==> config.mk <==
export PLATFORM = sky130hd
export DESIGN_NAME = ide_seq
export DESIGN_NICKNAME = d
export VERILOG_FILES = /design/src/rtl/ide_seq.sv
export SDC_FILE = /design/constraint.sdc
export NUM_CORES = 1
export LEC_CHECK = 0
export BUFFER_PORTS_ARGS = -buffer_cell sky130_fd_sc_hd__buf_2
export CAP_MARGIN = 40
export CELL_PAD_IN_SITES_DETAIL_PLACEMENT = 1
export CELL_PAD_IN_SITES_GLOBAL_PLACEMENT = 1
export CORE_ASPECT_RATIO = 1.2
export CORE_MARGIN = 3
export CORE_UTILIZATION = 33
export CTS_CLUSTER_SIZE = 10
export DETAILED_ROUTE_END_ITERATION = 12
export GPL_ROUTABILITY_DRIVEN = 1
export GPL_TIMING_DRIVEN = 1
export PLACE_DENSITY = 0.93
export SLEW_MARGIN = 40
export SYNTH_ARGS = -nofsm -noshare
export SYNTH_HDL_FRONTEND = slang
export SYNTH_SLANG_ARGS = --single-unit
==> constraint.sdc <==
create_clock -name clk -period 2.4 [get_ports clk]
set_input_delay 0.24 -clock clk [delete_from_list [all_inputs] [get_ports clk]]
set_output_delay 0.24 -clock clk [all_outputs]
set_load 0.01 [all_outputs]
==> src/rtl/ide_seq.sv <==
// ide_seq: sequencer for the address-transfer (INC/DEC/ENT/ENN) command class.
// Accepts a command in IDLE, optionally reads the target register, drives the
// external datapath, latches its result and writes the target register back.
//
// Ports:
//   clk, rst_n           clock, asynchronous active-low reset
//   start, c, f, m       command request, opcode, field, effective address
//   busy, done, illegal  status: not idle, completion pulse, rejected command
//   overflow_set         pulse to set the machine overflow toggle
//   reg_sel              target register (0 A, 1..6 I1..I6, 7 X)
//   reg_rd_en/reg_rdata  register read strobe / data (valid one cycle later)
//   reg_wr_en/reg_wdata  register write strobe / data
//   ide_in/ide_m/ide_field  operands to the datapath
//   ide_out/ide_overflow    combinational datapath result
module ide_seq (
  input  logic        clk,
  input  logic        rst_n,
  input  logic        start,
  input  logic [5:0]  c,
  input  logic [5:0]  f,
  input  logic [12:0] m,
  output logic        busy,
  output logic        done,
  output logic        illegal,
  output logic        overflow_set,
  output logic [2:0]  reg_sel,
  output logic        reg_rd_en,
  input  logic [30:0] reg_rdata,
  output logic        reg_wr_en,
  output logic [30:0] reg_wdata,
  output logic [30:0] ide_in,
  output logic [12:0] ide_m,
  output logic [1:0]  ide_field,
  input  logic [30:0] ide_out,
  input  logic        ide_overflow
);

  localparam logic [2:0] StIdle  = 3'd0;
  localparam logic [2:0] StRead  = 3'd1;
  localparam logic [2:0] StExec  = 3'd2;
  localparam logic [2:0] StWrite = 3'd3;
  localparam logic [2:0] StDone  = 3'd4;

  logic [2:0]  state_q, state_d;
  logic [2:0]  sel_q, sel_d;
  logic [1:0]  field_q, field_d;
  logic [12:0] m_q, m_d;
  logic [30:0] result_q, result_d;
  logic        ovf_q, ovf_d;
  logic        illegal_q, illegal_d;

  logic        legal;
  logic [5:0]  c_off;
  logic        is_index;

  assign c_off    = c - 6'd48;
  assign legal    = (c >= 6'd48) && (c <= 6'd55) && (f <= 6'd3);
  // I1..I6 are short registers: only sign and 12 magnitude bits are kept.
  assign is_index = (sel_q != 3'd0) && (sel_q != 3'd7);

  always_comb begin
    state_d   = state_q;
    sel_d     = sel_q;
    field_d   = field_q;
    m_d       = m_q;
    result_d  = result_q;
    ovf_d     = ovf_q;
    illegal_d = 1'b0;
    unique case (state_q)
      StIdle: begin
        if (start) begin
          if (legal) begin
            sel_d   = c_off[2:0];
            field_d = f[1:0];
            m_d     = m;
            // ENT/ENN need no register operand, so the read is skipped.
            state_d = f[1] ? StExec : StRead;
          end else begin
            illegal_d = 1'b1;
          end
        end
      end
      StRead:  state_d = StExec;
      StExec: begin
        result_d = ide_out;
        ovf_d    = ide_overflow;
        state_d  = StWrite;
      end
      StWrite: state_d = StDone;
      StDone:  state_d = StIdle;
      default: state_d = StIdle;
    endcase
  end

  always_ff @(posedge clk or negedge rst_n) begin
    if (!rst_n) begin
      state_q   <= StIdle;
      sel_q     <= 3'd0;
      field_q   <= 2'd0;
      m_q       <= 13'd0;
      result_q  <= 31'd0;
      ovf_q     <= 1'b0;
      illegal_q <= 1'b0;
    end else begin
      state_q   <= state_d;
      sel_q     <= sel_d;
      field_q   <= field_d;
      m_q       <= m_d;
      result_q  <= result_d;
      ovf_q     <= ovf_d;
      illegal_q <= illegal_d;
    end
  end

  always_comb begin
    busy         = (state_q != StIdle);
    done         = (state_q == StDone);
    illegal      = illegal_q;
    reg_sel      = sel_q;
    reg_rd_en    = (state_q == StRead);
    reg_wr_en    = (state_q == StWrite);
    ide_m        = m_q;
    ide_field    = field_q;
    ide_in       = 31'd0;
    reg_wdata    = 31'd0;
    overflow_set = 1'b0;
    if ((state_q == StExec) && !field_q[1]) begin
      ide_in = reg_rdata;
    end
    if (state_q == StWrite) begin
      if (is_index) begin
        reg_wdata    = {result_q[30], 18'd0, result_q[11:0]};
        overflow_set = |result_q[29:12];
      end else begin
        reg_wdata    = result_q;
        overflow_set = ovf_q;
      end
    end
  end

endmodule

==> impl_results.md <==
- Pwr Density: between 1000 and 1500 mW/mm²
- Post-DP Area: roughly 0.0036 mm²
- FF/Latch Area: approximately 0.0014 mm²
- Die Width: around 90 µm
- Root Driver: clkbuf_8
- Ys Warns: 0
- Setup CP Type: flip-flop to output pin
- WP data arrival: ~1.8 ns
- Leakage: 2.076 nW
- Synthesized cell area: approximately 0.0026 mm²
- HPWL Detailed: 5978 µm
- Final worst-path cycle share: just under 90%
- Final WL: 7389 µm
- GRT Overall Usage: 16.47%
- Commonest non-fill, non-tap cell in the layout: buf_2
- Fin Hold WS: 0.1537 ns
- Status: finished clean
- Diode count: 0
- Share of power burned in combinational logic: a little under half
- Fillers: between 900 and 1000
- CTS clk-pin slew, worst paths: 0.10 ns
- Most frequent cells in the layout: 176 x buf_2, 63 x and2_1, 54 x dfrtp_1
- Share of cells above drive strength 1: a little over three fifths
- Int Pwr: roughly 2.5 mW
- Design Area, Final: between 0.003 and 0.004 mm²
- CTS sink count: 54
- Io pins: approximately 180
- Yosys reg bits: 54
- RSZ-0062 raised after global routing: no
- Clock power share: 16.1%
- Mapped Avg Cell Area: about 13 µm²
- Synth Instances: about 210
- Largest net degree at the start of global routing: between 50 and 60
- CP max FO: 18
- CTS buffer count: 5
- Die height: approximately 100 µm
- Setup tns final: 0 ns
- Synthesis-to-finish area growth: 42.01%
- Count of distinct cell types in the synthesized netlist: 28
- H-Tree Depth: 2
- Vias in the first global route: 2434
- # DRC: 0
- Number of synthesized flops with an enable pin: 0
- F_max: 481.5 MHz
- VDD IR max: 0.0006312 V
- Count of final hold-check violations: 0
- Vias per inst: between 4 and 5
- Initial Utilization: about a third
- Final number of max-transition violations: 0
- Net switching power: ~1.4 mW
- Place WS: around 0.38 ns
- Clock Tree Buf Depth: 2
- Worst skew pair latency: about 0.31 ns
- Post-route antenna net violation count: 0
- Asr flop ratio synth: 100.0%
- CTS tree: yes
- Hold Path Class: primary input to flip-flop
- Die area: ~0.0091 mm²
- Final worst slack: about 0.32 ns
- Sequential share of the synthesized area: 51.50%
- Max_cap viols: 0
- Setup violators final: 0
- Syn_nets: 300
- Initial antenna violation count: 0
- Initial DRC count: 37
- Relative slew slack: 63.28%
- First-pass GRT wire length: about 12000 µm
- Drt wl/cell: between 15 and 20 µm
- Slew @ Worst Pin: roughly 0.55 ns
- Row cnt: 35
- DR pass1 iterations: 2
- Total gr overflow: 0
- CP Launch Type: flip-flop
- Port-buffer cells: 176
- Multi-input gate area: around 0.0012 mm²
- Switching fraction of total power: between 30% and 40%
- Critical Path RT: between 2 and 2.5 ns
- Reg-to-reg slack, setup: around 0.58 ns
- Total number of vias: 2269
- Min Tclk post-route: slightly above 2 ns
- Gpl congestion: ~0.74
- Setup Skew: 0.008615 ns
- Most used flip-flop cell after synthesis: dfrtp_1
- Overall Power: roughly 3.8 mW
- Sequential share of power: about 39%
- Worst setup EP type: output pin
- Core ar.: 0.007707 mm²
- Nets: about 480
logic make-up (layout without fill, tap and decap cells):
logic type	after synthesis	in the layout	synth area share, %
mux	50	50	22.89
buf+inv	12	190	2.528
compound gates	5	5	1.193
simple gates	88	88	21.89
flops	54	54	51.50
cell type report:
type,instances,share of cell area (%)
repair buffers,180,24.85
clock inverters,3,1.175
multi-input cells,143,32.57
well taps,92,3.089
clock buffers,5,1.847
inverters,2,0.2015
flip-flops and latches,54,36.27
stage by stage:
stage,std cells,util (%)
floorplan,209,-
global placement,470,46.66
detailed placement,470,46.66
CTS,479,48.25
global route,479,48.34
finish,479,48.34
sequential cells by signal (all words and copies together), names as in the netlist:
name       count
ide_m         13
state_q        3
ide_field      2
illegal        1
result_q      31
reg_sel        3
ovf_q          1
what timing repair did:
item | CTS | global route
gates resized for setup | 0 | 1
endpoints found under the hold margin | 54 | 0
setup endpoints to repair | 0 | 31
setup buffers | 0 | 0
hold buffers | 1 | 0
routing by layer:
metal | vias up | GRT usage [%] | wire (µm)
met4 | 0 | 4.605 | 102
met2 | 114 | 31.36 | 4071
met1 | 1094 | 17.02 | 2476
met3 | 9 | 4.375 | 738
li1 | 1052 | - | -
met5 | - | 0 | 0
synthesized netlist by cell type (2+ instances only):
library cell	instances	area share, %
mux2_4	10	5.7
and2_1	63	15
o21ai_0	2	0.38
and3_1	2	0.48
clkbuf_1	5	0.72
buf_2	4	0.76
mux2_2	40	17
nor3_1	2	0.38
nor4_1	3	0.72
dfrtp_1	54	52
inv_1	2	0.29
nor2_1	6	0.86
critical path: stages (launching register included):
cell and delay (ns):
dfrtp_1 0.42, nor3_1 0.19, nor2_1 0.13, nor3_4 0.45, and2_1 0.21, buf_2 0.13
final timing paths:
kind,from,to,depth (start not counted)
setup / recovery,reg_sel[1],reg_wdata[13],5
hold / removal,ide_out[5],result_q[5],2
setup reg to reg,state_q[2],ide_m[2],3
hold reg to reg,result_q[11],result_q[11],1
max in group asynchronous,rst_n,result_q[28],3
min in group asynchronous,rst_n,result_q[10],3
power groups by stage:
stage          Clock [mW]  Combinational, mW  Sequential [mW]
6_report            0.618               1.74             1.48
5_1_grt             0.689               1.95             1.53
4_1_cts             0.652               1.78             1.49
3_5_place_dp            0               1.78             1.50
2_1_floorplan           0               1.18             1.43
3_3_place_gp            0               1.70             1.48
Note: power is estimated with default switching activity, not from simulation.
